[src/rtl/sync_fifo_pkg.sv]
// Shared constants and helpers for the single-clock byte FIFO.
// Latency: n/a (package only).
// Backpressure: n/a (package only).
package sync_fifo_pkg;

  // Default geometry: 64 entries of one byte each.
  localparam int SYNC_FIFO_ASIZE = 6;
  localparam int SYNC_FIFO_DSIZE = 8;

  // Occupancy at or above which the almost-full flag is raised (DEPTH-1).
  function automatic int awfull_thresh(input int asize);
    return (1 << asize) - 1;
  endfunction

endpackage : sync_fifo_pkg

[src/rtl/sync_fifo_mem.sv]
// Simple dual-port RAM: synchronous write, asynchronous (combinational) read.
// Latency: write visible on the read port right after the writing edge; read is combinational.
// Backpressure: none; the caller gates 'we' and guarantees address validity.
//
// Ports:
//   clk    - write clock (rising edge)
//   we     - write enable
//   waddr  - write address, wdata - write data
//   raddr  - read address,  rdata - read data (combinational)
module sync_fifo_mem
  import sync_fifo_pkg::*;
#(
  parameter int ASIZE = SYNC_FIFO_ASIZE,
  parameter int DSIZE = SYNC_FIFO_DSIZE
) (
  input  logic             clk,
  input  logic             we,
  input  logic [ASIZE-1:0] waddr,
  input  logic [DSIZE-1:0] wdata,
  input  logic [ASIZE-1:0] raddr,
  output logic [DSIZE-1:0] rdata
);

  localparam int DEPTH = 1 << ASIZE;

  // Storage is deliberately not reset so it maps onto plain RAM cells.
  logic [DSIZE-1:0] mem [DEPTH];

  always_ff @(posedge clk) begin
    if (we) begin
      mem[waddr] <= wdata;
    end
  end

  assign rdata = mem[raddr];

endmodule : sync_fifo_mem

[src/rtl/sync_fifo.sv]
// Single-clock first-word-fall-through byte FIFO with full/almost-full/empty flags.
// Latency: a write at edge N is visible on rd_data_o (rd_empty_o low) right after edge N.
// Backpressure: writes while full and reads while empty are dropped; flags are registered.
//
// Optional feature: define SYNC_FIFO_OVERFLOW_EN to add sticky wr_overflow_o / rd_underflow_o.
//
// Ports:
//   clk_i, reset_n_i      - clock and synchronous active-low reset
//   wr_en_i, wr_data_i    - push request and data
//   wr_full_o             - FIFO holds DEPTH entries
//   wr_awfull_o           - FIFO holds at least DEPTH-1 entries
//   rd_en_i               - pop request
//   rd_data_o, rd_empty_o - head entry (valid while not empty) and empty flag
//   wr_overflow_o         - (optional) sticky: a push was attempted while full
//   rd_underflow_o        - (optional) sticky: a pop was attempted while empty
module sync_fifo
  import sync_fifo_pkg::*;
#(
  parameter int ASIZE = SYNC_FIFO_ASIZE,
  parameter int DSIZE = SYNC_FIFO_DSIZE
) (
  input  logic             clk_i,
  input  logic             reset_n_i,
  input  logic             wr_en_i,
  input  logic [DSIZE-1:0] wr_data_i,
  output logic             wr_full_o,
  output logic             wr_awfull_o,
  input  logic             rd_en_i,
  output logic [DSIZE-1:0] rd_data_o,
`ifdef SYNC_FIFO_OVERFLOW_EN
  output logic             rd_empty_o,
  output logic             wr_overflow_o,
  output logic             rd_underflow_o
`else
  output logic             rd_empty_o
`endif
);

  // Pointer-width constants; the extra MSB separates full from empty.
  localparam int             AWF_INT   = awfull_thresh(ASIZE);
  localparam logic [ASIZE:0] DEPTH_CNT = {1'b1, {ASIZE{1'b0}}};
  localparam logic [ASIZE:0] AWF_CNT   = AWF_INT[ASIZE:0];
  localparam logic [ASIZE:0] ZERO_CNT  = '0;

  logic [ASIZE:0] wr_ptr;
  logic [ASIZE:0] rd_ptr;
  logic [ASIZE:0] wr_ptr_nxt;
  logic [ASIZE:0] rd_ptr_nxt;
  logic [ASIZE:0] count_nxt;
  logic           wr_acc;
  logic           rd_acc;

  // Acceptance uses the registered flags, which are exact for the current
  // pointers because they were computed from these pointers' next-state.
  assign wr_acc = wr_en_i && !wr_full_o;
  assign rd_acc = rd_en_i && !rd_empty_o;

  assign wr_ptr_nxt = wr_ptr + {{ASIZE{1'b0}}, wr_acc};
  assign rd_ptr_nxt = rd_ptr + {{ASIZE{1'b0}}, rd_acc};

  // Modulo 2^(ASIZE+1) subtraction gives the occupancy across pointer wraps.
  assign count_nxt = wr_ptr_nxt - rd_ptr_nxt;

  always_ff @(posedge clk_i) begin
    if (!reset_n_i) begin
      wr_ptr      <= '0;
      rd_ptr      <= '0;
      wr_full_o   <= 1'b0;
      wr_awfull_o <= 1'b0;
      rd_empty_o  <= 1'b1;
    end else begin
      wr_ptr      <= wr_ptr_nxt;
      rd_ptr      <= rd_ptr_nxt;
      wr_full_o   <= (count_nxt == DEPTH_CNT);
      wr_awfull_o <= (count_nxt >= AWF_CNT);
      rd_empty_o  <= (count_nxt == ZERO_CNT);
    end
  end

`ifdef SYNC_FIFO_OVERFLOW_EN
  // Sticky error indicators for status LEDs; only reset clears them.
  always_ff @(posedge clk_i) begin
    if (!reset_n_i) begin
      wr_overflow_o  <= 1'b0;
      rd_underflow_o <= 1'b0;
    end else begin
      if (wr_en_i && wr_full_o) begin
        wr_overflow_o <= 1'b1;
      end
      if (rd_en_i && rd_empty_o) begin
        rd_underflow_o <= 1'b1;
      end
    end
  end
`endif

  // Reset wins over a concurrent write, so the RAM is not touched in reset.
  sync_fifo_mem #(
    .ASIZE (ASIZE),
    .DSIZE (DSIZE)
  ) u_mem (
    .clk   (clk_i),
    .we    (wr_acc && reset_n_i),
    .waddr (wr_ptr[ASIZE-1:0]),
    .wdata (wr_data_i),
    .raddr (rd_ptr[ASIZE-1:0]),
    .rdata (rd_data_o)
  );

endmodule : sync_fifo

[config.mk]
export PLATFORM = sky130hd
export DESIGN_NAME = sync_fifo
export DESIGN_NICKNAME = d
export VERILOG_FILES = /design/src/rtl/sync_fifo_pkg.sv /design/src/rtl/sync_fifo_mem.sv /design/src/rtl/sync_fifo.sv
export SDC_FILE = /design/constraint.sdc
export NUM_CORES = 1
export LEC_CHECK = 0
export ABC_AREA = 0
export CAP_MARGIN = 40
export CELL_PAD_IN_SITES_DETAIL_PLACEMENT = 0
export CELL_PAD_IN_SITES_GLOBAL_PLACEMENT = 1
export CORE_ASPECT_RATIO = 0.6
export CORE_MARGIN = 2
export CORE_UTILIZATION = 55
export CTS_CLUSTER_SIZE = 24
export DETAILED_ROUTE_END_ITERATION = 10
export PLACE_DENSITY = 0.81
export SETUP_SLACK_MARGIN = 0.15
export SYNTH_ARGS = -nofsm -noshare
export SYNTH_HDL_FRONTEND = slang
export SYNTH_HIERARCHICAL = 1
export SYNTH_SLANG_ARGS = --single-unit
[constraint.sdc]
create_clock -name clk_i -period 4.58 [get_ports clk_i]
set_input_delay 1.374 -clock clk_i [delete_from_list [all_inputs] [get_ports clk_i]]
set_output_delay 1.374 -clock clk_i [all_outputs]
set_load 0.01 [all_outputs]
==> results.ini <==
[status]
status=completed

[pwr]
leakage_nw=7.69
ir_drop_uv=335
power_density_mw_per_mm2=417
power_mw=10.2

[hold_path]
min_path_type=reg -> reg
hold_depth=2
min_from=rd_ptr[6]$_SDFF_PN0_

[timing]
skew_ns=0.0289
drv_slew=0
max_freq_mhz=226
slew_headroom_pct=40.0
hold_viol_final=0
fin_crit_sh_pct=96.4
worst_pin_slew_ns=0.900
rsz0062_at_grt=true
tns_ns=0
min_period_ns=4.42
final-setup-viol-count=0

[finish]
layout_common_cells=512 x edfxtp_1, 126 x mux4_2, 117 x buf_4
design_area_mm2=0.0244
layout-drive-gt1-share_pct=31.9
num-nets-final=1216
fillers=2475
antennaDiodeCount=0
final_common_cell=edfxtp_1
utilization_pct=64.9
area_delta_synth_final_pct=16.7

[synthesis]
synth_cell_types=56
syn_avg_cell_area_um2=20.3
yosysTopAreaCell=edfxtp_1
synth-seq-cells=529
yosysWarnings=6
synthesis.area_mm2=0.0210
synth_top_area_share_pct=73.4
ys_seq_area_share_pct=75.0
synthFlopType=edfxtp_1
netlist_instances=1032
synth-edff-count=512
ys_top_cells_by_area=edfxtp_1 73%, mux4_2 14%, nor2_1 1.7%, dfxtp_1 1.6%, mux2i_1 1.1%
synth_fp_nets=1055
async_reset_ff_share_pct=0

[cts]
clkLatencyLatePin_ns=0.58
clk_pin_slew_worst_paths_ns=0.06
cts_sinks=529
cts_hold_buf=0
root_buffer=clkbuf_16
clk_path_buf_depth=3
cts_made_buffers=47
htreeDepth=2
cts_tree=built

[global_routing]
antenna_found_initial=0
grt_pass1_wl_um=70700
track_usage_pct=24.7
grt_overflow_total=0
grt_pass1_vias=10600
grt_max_degree=53

[routing]
vias=10800
drtAntennaViolNets=0
vias_per_cell=6.24
routed_wl_um=48000
dr.pass1.iters=5
drcViolationCount=0
wl_per_cell_um=27.6
first_iter_violations=1388

[worst_setup_path]
max_stage_delay_ns=0.56
critical_path_arrival_ns=3.04
slowest_stage=mux4_2
startpoint_type=flop
startpoint=rd_ptr[0]$_SDFF_PN0_
cp_cell_sequence=buf_6, buf_12, mux4_2, mux4_2, o21ai_2, o41ai_1, buf_4, dlygate4sd2_1
critPathMostFrequentCell=mux4_2
worst-path-stages=8
rr_startpoint=rd_ptr[0]$_SDFF_PN0_
cp-end-kind=output port
critPathBufInv=4
crit_family=multiplexers
critPathMaxFanout=6
r2r_cells=12
worstSetupPathType=reg -> out
crit_required_ns=3.21

[floorplan]
core_mm2=0.0376
die_width_um=256
ioPinCount=23
initial_core_util_pct=55.7
dieArea_mm2=0.0397
die_h_um=155
num_rows=55

[job]
max-cap-violations=0

[placement]
hpwl_um=30600
gp_congestion=0.843
dpl_cell_area_mm2=0.0225
portBuffers=22

## stage by stage
stage	cells	setup WS, ns	hold slack (ns)
after floorplan	1032	0.877	0.485
after global placement	1630	0.197	0.501
after detailed placement	1637	0.124	0.512
after CTS	1728	0.145	0.531
after global routing	1740	0.113	0.614
final	1740	0.163	0.530
## repair_timing
| action | in CTS | in global routing |
|---|---|---|
| setup buffers | 5 | 12 |
| pin swaps | 2 | 4 |
| endpoints found under the setup margin | 8 | 7 |
| gates resized for setup | 36 | 10 |
| cloned | 3 | 0 |
## area by class of cell
class / count / area (um^2) / share of cell area, %
clock inverter: 29 / 277 / 1.13
tap: 513 / 642 / 2.63
inverter: 5 / 18.8 / 0.0768
sequential: 529 / 15700 / 64.3
timing repair buffer: 163 / 1530 / 6.27
clock buffer: 54 / 1220 / 5.01
multi-input combinational: 447 / 5020 / 20.6
## per-layer routing
metal | part of all wire (%) | track usage [%] | vias up
met5 | 0 | 0 | -
met4 | 1.4 | 4.46 | 0
met3 | 11 | 6.74 | 61
met2 | 43 | 34.8 | 585
met1 | 44 | 39.4 | 5629
li1 | - | - | 4574
## worst register-to-register path, cell delays in order (launching register included)
cell and delay [ns]:
dfxtp_4 0.37, buf_6 0.17, buf_16 0.28, ha_1 0.25
ha_1 0.22, nand3_1 0.11, xor2_1 0.24, ha_1 0.33
and3_4 0.19, a211oi_1 0.22, o211ai_1 0.13, or4_4 0.56
nor3b_2 0.15
## registers in the layout, summed over array words and instances (netlist names)
| register | flops |
|---|---|
| rd_ptr | 7 |
| wr_full_o | 1 |
| wr_awfull_o | 1 |
| rd_empty_o | 1 |
| u_mem/mem | 512 |
| wr_ptr | 7 |
## synth_stat cells, types with 11 or more instances
library cell / n
nor2_1: 95
edfxtp_1: 512
dfxtp_1: 17
mux2i_1: 23
nor2b_1: 17
buf_2: 11
nand3_1: 21
clkbuf_1: 17
mux4_2: 126
nand2_1: 20
buf_4: 13
mux2_2: 13
## report_power, final
group	leakage, nW	internal (mW)	total (mW)	switching, mW
combinational	2.22	0.501	0.978	0.478
sequential	4.74	5.32	5.33	0.0172
clock	0.718	2.15	3.87	1.72
## final timing paths
check	end	slack, ns
hold reg to reg	rd_ptr[6]$_SDFF_PN0_	0.53
setup reg to reg	wr_full_o$_SDFF_PN0_	1.28
hold / removal	rd_ptr[6]$_SDFF_PN0_	0.53
setup / recovery	rd_data_o[3]	0.16
## kinds of logic after synthesis
logic type | count (synthesis) | share of synthesized area, %
buf+inv | 56 | 1.60
mux | 162 | 15.3
fa+ha+maj | 11 | 0.693
xor+xnor | 13 | 0.543
simple gates | 195 | 4.44
flops | 529 | 75.0
compound gates | 66 | 2.39
No activity file was read; power rests on OpenSTA's default activity.
